===== src/rtl/mem_ctrl.sv =====
// ============================================================================
// Module   : mem_ctrl
// Function : Turns one 1/2/4/8-byte load or store per handshake into byte-wide
//            ram cycles. Data is big-endian and loads are sign/zero-extended.
// Revision : 1.0
// ============================================================================
`default_nettype none

module mem_ctrl #(
  parameter int MADDR_SZ = 32,
  parameter int DATA_W   = 64
) (
  input  logic                clk,
  input  logic                rst,
  input  logic                req_valid,
  output logic                req_ready,
  input  logic                req_we,
  input  logic [1:0]          req_size,
  input  logic                req_signed,
  input  logic [MADDR_SZ-1:0] req_addr,
  input  logic [DATA_W-1:0]   req_wdata,
  output logic                resp_valid,
  output logic                resp_err,
  output logic [DATA_W-1:0]   resp_rdata,
  output logic [MADDR_SZ-1:0] mem_raddr,
  input  logic [7:0]          mem_dataout,
  output logic                mem_re,
  output logic [MADDR_SZ-1:0] mem_waddr,
  output logic [7:0]          mem_datain,
  output logic                mem_we
);

  typedef enum logic [2:0] {
    S_IDLE    = 3'd0,
    S_RD      = 3'd1,
    S_WSETUP  = 3'd2,
    S_WSTROBE = 3'd3,
    S_DONE    = 3'd4
  } state_t;

  state_t              r_state;
  logic [1:0]          r_size;
  logic                r_signed;
  logic [2:0]          r_nm1;
  logic [2:0]          r_idx;
  logic [DATA_W-1:0]   r_acc;
  logic [DATA_W-1:0]   r_wsh;

  logic [2:0]          w_nm1;
  logic                w_misaligned;
  logic [DATA_W-1:0]   w_wsh;
  logic [DATA_W-1:0]   w_acc_next;

  always_comb begin
    w_nm1 = 3'd0;
    case (req_size)
      2'd0:    w_nm1 = 3'd0;
      2'd1:    w_nm1 = 3'd1;
      2'd2:    w_nm1 = 3'd3;
      default: w_nm1 = 3'd7;
    endcase
  end

  assign w_misaligned = |(req_addr[2:0] & w_nm1);
  // Left-justify the N store bytes so the next byte to send is always the top one.
  assign w_wsh        = req_wdata << {3'd7 - w_nm1, 3'b000};
  assign w_acc_next   = {r_acc[DATA_W-9:0], mem_dataout};

  function automatic logic [DATA_W-1:0] extend(input logic [DATA_W-1:0] v,
                                                input logic [1:0] size,
                                                input logic sgn);
    logic [DATA_W-1:0] r;
    r = v;
    case (size)
      2'd0:    r = {{(DATA_W-8){sgn & v[7]}},   v[7:0]};
      2'd1:    r = {{(DATA_W-16){sgn & v[15]}}, v[15:0]};
      2'd2:    r = {{(DATA_W-32){sgn & v[31]}}, v[31:0]};
      default: r = v;
    endcase
    return r;
  endfunction

  always_ff @(posedge clk or negedge rst) begin
    if (!rst) begin
      r_state    <= S_IDLE;
      r_size     <= 2'd0;
      r_signed   <= 1'b0;
      r_nm1      <= 3'd0;
      r_idx      <= 3'd0;
      r_acc      <= '0;
      r_wsh      <= '0;
      req_ready  <= 1'b1;
      resp_valid <= 1'b0;
      resp_err   <= 1'b0;
      resp_rdata <= '0;
      mem_raddr  <= '0;
      mem_re     <= 1'b0;
      mem_waddr  <= '0;
      mem_datain <= 8'd0;
      mem_we     <= 1'b0;
    end else begin
      case (r_state)
        S_IDLE: begin
          if (req_valid) begin
            req_ready <= 1'b0;
            r_size    <= req_size;
            r_signed  <= req_signed;
            r_nm1     <= w_nm1;
            r_idx     <= 3'd0;
            r_acc     <= '0;
            if (w_misaligned) begin
              r_state    <= S_DONE;
              resp_valid <= 1'b1;
              resp_err   <= 1'b1;
              resp_rdata <= '0;
            end else if (req_we) begin
              r_state    <= S_WSETUP;
              mem_waddr  <= req_addr;
              mem_datain <= w_wsh[DATA_W-1 -: 8];
              r_wsh      <= w_wsh << 8;
            end else begin
              r_state   <= S_RD;
              mem_raddr <= req_addr;
              mem_re    <= 1'b1;
            end
          end
        end
        S_RD: begin
          r_acc <= w_acc_next;
          r_idx <= r_idx + 3'd1;
          if (r_idx == r_nm1) begin
            mem_re     <= 1'b0;
            r_state    <= S_DONE;
            resp_valid <= 1'b1;
            resp_rdata <= extend(w_acc_next, r_size, r_signed);
          end else begin
            mem_raddr <= mem_raddr + MADDR_SZ'(1);
          end
        end
        S_WSETUP: begin
          mem_we  <= 1'b1;
          r_state <= S_WSTROBE;
        end
        S_WSTROBE: begin
          mem_we <= 1'b0;
          if (r_idx == r_nm1) begin
            r_state    <= S_DONE;
            resp_valid <= 1'b1;
          end else begin
            r_idx      <= r_idx + 3'd1;
            mem_waddr  <= mem_waddr + MADDR_SZ'(1);
            mem_datain <= r_wsh[DATA_W-1 -: 8];
            r_wsh      <= r_wsh << 8;
            r_state    <= S_WSETUP;
          end
        end
        S_DONE: begin
          resp_valid <= 1'b0;
          resp_err   <= 1'b0;
          req_ready  <= 1'b1;
          r_state    <= S_IDLE;
        end
        default: begin
          r_state   <= S_IDLE;
          req_ready <= 1'b1;
        end
      endcase
    end
  end

endmodule

`default_nettype wire

===== config.mk =====
export PLATFORM = sky130hd
export DESIGN_NAME = mem_ctrl
export DESIGN_NICKNAME = d
export VERILOG_FILES = /design/src/rtl/mem_ctrl.sv
export SDC_FILE = /design/constraint.sdc
export NUM_CORES = 1
export LEC_CHECK = 0
export BUFFER_PORTS_ARGS = -buffer_cell sky130_fd_sc_hd__clkbuf_2
export CORE_MARGIN = 3
export CORE_UTILIZATION = 55
export DETAILED_ROUTE_END_ITERATION = 12
export PLACE_DENSITY = 0.79
export SKIP_LAST_GASP = 1
export SLEW_MARGIN = 20
export SYNTH_ARGS = -nofsm -noshare
export SYNTH_HDL_FRONTEND = slang
export SYNTH_SLANG_ARGS = --single-unit

===== constraint.sdc =====
create_clock -name clk -period 2.4 [get_ports clk]
set_input_delay 0.12 -clock clk [delete_from_list [all_inputs] [get_ports clk]]
set_output_delay 0.12 -clock clk [all_outputs]
set_load 0.02 [all_outputs]

==> results.cfg, run 1 <==
[outcome]
status = finished clean

[timing]
tightest_slew_ns = 0.740
fmax_mhz = 463
hold_viol_final = 0
relSlewSlack = 0.506
holdWs_ns = 0.0188
skew_ns = 0.0108
rsz0062_at_grt = no
fin_crit_sh = 0.899
fin_ws_ns = 0.242
finalSetupTns_ns = 0
finalSetupViolations = 0
fin_crit_ns = 2.16
slew_violations = 0

[placement]
routabilityCongestion = 0.939
port_buffers = 251
dpl_cell_area_um2 = 14700
place_ws_ns = 0.0459
dp_hpwl_um = 25300
dp.cells = 1897

[floorplanning]
die_y_um = 160
start_util = 0.569
die_x_um = 160
num_io_pins = 252
die_area_um2 = 25700
rows = 55
core_area_um2 = 23100

[power_and_ir_drop]
comb_power_share = 0.431
vdd_ir_drop_max_v = 0.000785
p_per_area_nw_per_um2 = 1380
seqPwrFrac = 0.365
p_leak_nw = 7.61
pwr-share-clk = 0.204
power_mw = 22.9
switchingPower_mw = 9.94
internal-power_mw = 12.9
switching_share = 0.434

[routing]
dr.pass1.iters = 6
antenna_left = 0
route.detailed.wl_per_inst_um = 19.4
vias = 12600
totalWireLength_um = 39400
remaining_drc_errors = 0
drt-initial-drc-count = 1303
viasPerCell = 6.19

[grt]
grt_antenna_before_repair = 1
grt_overflow = 0
track_usage = 0.299
grt_pass1_wl_um = 63900
grt_max_degree = 129
grt_pass1_vias = 12000

[finish]
syn2layout_area_growth_pct = 26.0
diodes = 0
final_area_um2 = 16500
drive_above_1_share = 0.222
fin_util = 0.717
fin_cells = 2027
fin_nets = 1806

[setup_path]
worst-setup-path-type = reg2reg
crit_path_end_kind = flop
critPathMaxStageDelay_ns = 0.53
startpoint_type = flop
slowest_stage = dfrtp_1
crit_arrival_ns = 2.61
crit_chain = nor3b_4 -> buf_12 -> and2_2 -> a21oi_1 -> o21ai_0
worstPathRequired_ns = 2.86
ff2ff_setup_slack_ns = 0.24
cp_max_fo = 121

[yosys]
synth_xor_area_frac = 0.00200
ys_warn_count = 0
ys_ff_latch = 265
async_reset_ff_frac = 1.00
syn_area_um2 = 13100
synth_top_family_by_area = compound AO/OA/AOI/OAI gates
netlist_instances = 1412
yosys.area.top_type_share = 0.504
synth_fa_ha_area_frac = 0.00286
avgSynthCellArea_um2 = 9.29
synthSimpleGateAreaFrac = 0.185
synth_top_cell_by_area = dfrtp_1
ys.flop_type = dfrtp_1
synth_compound_area_frac = 0.221
ys_seq_area_frac = 0.506
synth.area.mux_share = 0.0351
synth_area_leaders = dfrtp_1 (50%), nand2_1 (6.2%), nor2_1 (4.7%)
yosysUniqueCellTypes = 63
syn_nets = 1526
synth-edff-count = 0

[clock_tree]
clkLatencyLatePin_ns = 0.54
cts_tree = built
cts_buffers = 28
cts_sinks = 265
cts_buffer_depth = 3
cts_root_buffer = clkbuf_16
cts.clk_slew.worst_paths_ns = 0.06
htree_levels = 1

[min_path]
hold_class = in2reg

[flow_run]
drv_cap = 0
==> power by group through the flow <==
stage               clock network, mW  registers (mW)  logic (mW)
floorplan                           0            9.24        5.44
global placement                    0            8.28        9.33
detailed placement                  0            8.34        9.60
CTS                              4.72            8.29        9.74
global route                     4.92            8.62        10.8
finish                           4.66            8.35        9.87
==> per-layer routing <==
metal | track usage | vias up | part of all wire
met5 | 0 | - | 0
li1 | - | 5723 | -
met3 | 0.0562 | 114 | 0.088
met1 | 0.429 | 6042 | 0.42
met4 | 0.101 | 0 | 0.034
met2 | 0.462 | 674 | 0.46
==> cells in the final DEF (no fill, tap or decap), types with 5 or more instances in the layout <==
| master | count |
|---|---|
| and3_1 | 17 |
| o211ai_1 | 5 |
| nand4_1 | 31 |
| o22ai_1 | 18 |
| buf_4 | 30 |
| clkbuf_8 | 7 |
| a22o_1 | 51 |
| mux2i_1 | 19 |
| nor3_1 | 7 |
| and2_1 | 8 |
| clkinv_2 | 6 |
| o21ai_0 | 88 |
| dfrtp_1 | 264 |
| mux2_2 | 8 |
| dlygate4sd3_1 | 77 |
| a21oi_1 | 93 |
| o31ai_1 | 38 |
| a22oi_1 | 6 |
| clkbuf_16 | 29 |
| nor2_1 | 163 |
| a221o_1 | 8 |
| and4_1 | 10 |
| a2bb2oi_1 | 20 |
| clkbuf_2 | 250 |
| mux4_2 | 8 |
| inv_1 | 10 |
| buf_12 | 11 |
| o22a_1 | 11 |
| nand3_1 | 62 |
| nand2_1 | 216 |
| a31oi_1 | 32 |
| a221oi_1 | 25 |
==> cell usage after synthesis, drive strengths merged (31+ instances only) <==
cell    count
a21oi      94
a22o       51
a31oi      32
buf        81
clkbuf     40
dfrtp     264
nand2     216
nand3      62
nand4      31
nor2      166
o21ai      90
o31ai      38
==> timing repair <==
item | 4_1_cts | 5_1_grt
hold buffers | 77 | 0
setup buffers | 0 | 0
gates resized for setup | 0 | 5
hold endpoints to repair | 174 | 0
setup endpoints to repair | 0 | 19
==> cell type report <==
type	count	area, um^2
sequential	265	6630
fill	1720	6530
tap	313	392
multi-input combinational	1016	5940
timing repair buffer	371	2520
inverter	10	37.5
clock inverter	12	166
clock buffer	40	837
==> critical path: cells and delay by family, from the launching register on <==
kind                   cells  cell delay, ns
buffers and inverters      1            0.45
AOI/OAI and AO/OA          2            0.32
DFF                        1            0.53
and+or+nand+nor            2            0.73
==> cell families after synthesis <==
kind of cell,after synthesis
xor gates and xnor gates,3
AOI/OAI and AO/OA,429
adders and majority gates,3
DFF,265
muxes,35
buffers and inverters,131
and+or+nand+nor,546
==> registers in the layout (all words and copies together) (netlist names) <==
register	count
resp_rdata	64
r_acc	56
r_wsh	56
mem_raddr	32
mem_waddr	32
mem_datain	8
r_idx	3
r_nm1	3
r_state	3
r_size	2
mem_re	1
mem_we	1
r_signed	1
req_ready	1
resp_err	1
resp_valid	1
==> final timing paths <==
kind,start,endpoint,cells past startpoint
worst max-delay path,r_state[0],resp_rdata[23],5
worst min-delay path,req_wdata[34],r_wsh[42],5
worst max register to register,r_state[0],resp_rdata[23],5
worst min register to register,r_wsh[12],r_wsh[12],2
max in group asynchronous,rst,r_wsh[43],3
min in group asynchronous,rst,resp_rdata[23],2
Power figures use the tool's default switching activity.
==> inputs of run 2 (changes only) <==
--- a/config.mk
+++ b/config.mk
@@ -9,6 +9,7 @@
 export CORE_MARGIN = 3
 export CORE_UTILIZATION = 55
 export DETAILED_ROUTE_END_ITERATION = 12
+export MAX_ROUTING_LAYER = met4
 export PLACE_DENSITY = 0.79
 export SKIP_LAST_GASP = 1
 export SLEW_MARGIN = 20
==> results.cfg, run 2 (same netlist as run 1, synthesis figures left out) <==
[outcome]
status = finished clean

[clock_tree]
cts_sinks = 265
cts_root_buffer = clkbuf_16
cts_buffers = 29
cts_tree = built
cts_setup_buffers = 0
htree_levels = 1
clkLatencyLatePin_ns = 0.54
cts.clk_slew.worst_paths_ns = 0.06
cts_buffer_depth = 3

[floorplanning]
start_util = 0.569
rows = 55
core_area_um2 = 23100
die_y_um = 160
die_area_um2 = 25700
die_x_um = 160
num_io_pins = 252

[power_and_ir_drop]
vdd_ir_drop_max_v = 0.00106
p_per_area_nw_per_um2 = 1370
p_leak_nw = 7.54
power_mw = 22.5

[grt]
grt_overflow = 0
grt_pass1_vias = 11800
track_usage = 0.304
grt_max_degree = 129
grt_antenna_before_repair = 1
grt_pass1_wl_um = 62900

[routing]
route.detailed.wl_per_inst_um = 19.4
dr.pass1.iters = 6
remaining_drc_errors = 0
antenna_left = 0
viasPerCell = 6.18
vias = 12500
totalWireLength_um = 39200
drt-initial-drc-count = 1494

[timing]
finalSetupViolations = 0
rsz0062_at_grt = no
fin_crit_ns = 2.23
relSlewSlack = 0.259
hold_viol_final = 0
tightest_slew_ns = 1.11
finalSetupTns_ns = 0
fmax_mhz = 448
fin_crit_sh = 0.931
skew_ns = 0.0137
slew_violations = 0

[placement]
dp_hpwl_um = 25000
routabilityCongestion = 0.934
port_buffers = 251
dpl_cell_area_um2 = 14600

[finish]
fin_nets = 1800
fin_util = 0.711
largest-register = resp_rdata
drive_above_1_share = 0.214
final_area_um2 = 16400
layout_common_cells = dfrtp_1 (264), clkbuf_2 (250), nand2_1 (216), nor2_1 (164), a21oi_1 (93)
top_regs = resp_rdata (64), r_acc (56), r_wsh (56)
largest_reg_flops = 64
fill_cells = 1688
syn2layout_area_growth_pct = 25.0
final_common_cell = dfrtp_1

[setup_path]
crit_arrival_ns = 2.69
cp_max_fo = 6
worst-setup-path-type = reg2reg
slowest_stage = nor4_1
reg2reg_depth = 6
crit_chain = ha_1 -> nand4_1 -> nor4_1 -> nand2b_1 -> a21oi_1 -> a2bb2oi_1
critPathMaxStageDelay_ns = 0.70
crit_path_end_kind = flop
worstPathRequired_ns = 2.86
startpoint_type = flop

[min_path]
min_path_cells = 5
hold_class = in2reg

[flow_run]
drv_cap = 0
-- run 2: final timing paths --
check,slack (ns),endpoint,from
max in group asynchronous,1.51,resp_rdata[47],rst
min in group asynchronous,0.05,resp_rdata[17],rst
hold / removal,0.02,r_wsh[52],req_wdata[44]
hold reg to reg,0.47,r_wsh[9],r_wsh[9]
setup / recovery,0.17,mem_waddr[18],mem_waddr[0]
setup reg to reg,0.17,mem_waddr[18],mem_waddr[0]
-- run 2: worst max-delay path: cells and delay by family, from the launching register on --
family,cells,cell delay (ns)
fa+ha+maj,1,0.24
flops,1,0.42
simple gates,3,1.16
compound gates,2,0.33
-- run 2: cell type report --
cell class | count | area (um^2) | share of cell area
Tap cell | 313 | 392 | 0.0239
Clock inverter | 7 | 95.1 | 0.00580
Multi-Input combinational cell | 1016 | 5920 | 0.362
Timing Repair Buffer | 364 | 2450 | 0.150
Antenna cell | 1 | 2.50 | 0.000153
Inverter | 10 | 37.5 | 0.00229
Clock buffer | 46 | 850 | 0.0518
Sequential cell | 265 | 6630 | 0.405
-- run 2: power breakdown --
part           switching [mW]  internal, mW
sequential               1.86          6.50
clock                    1.80          2.64
combinational            6.19          3.49
total                    9.85          12.6
-- run 2: per-layer routing --
metal  vias up  track usage  share of wire
met1      5974        0.422           0.41
met5         -            -              0
met3       110       0.0495          0.090
met4         0       0.0951          0.034
met2       709        0.463           0.47
li1       5699            -              -
-- run 2: timing repair --
| action | 4_1_cts | 5_1_grt |
|---|---|---|
| endpoints found under the setup margin | 0 | 5 |
| endpoints found under the hold margin | 365 | 0 |
| hold buffers | 78 | 0 |
| resized for setup | 0 | 2 |
-- run 2: through the flow --
step	cells	setup WS, ns	hold slack [ns]
floorplan	1412	0.530	-0.176
global placement	1889	0.224	0.0280
CTS	2020	0.0536	0.00727
detailed placement	1889	0.0906	0.0281
finish	2022	0.167	0.0233
global route	2022	0.0333	0.0232
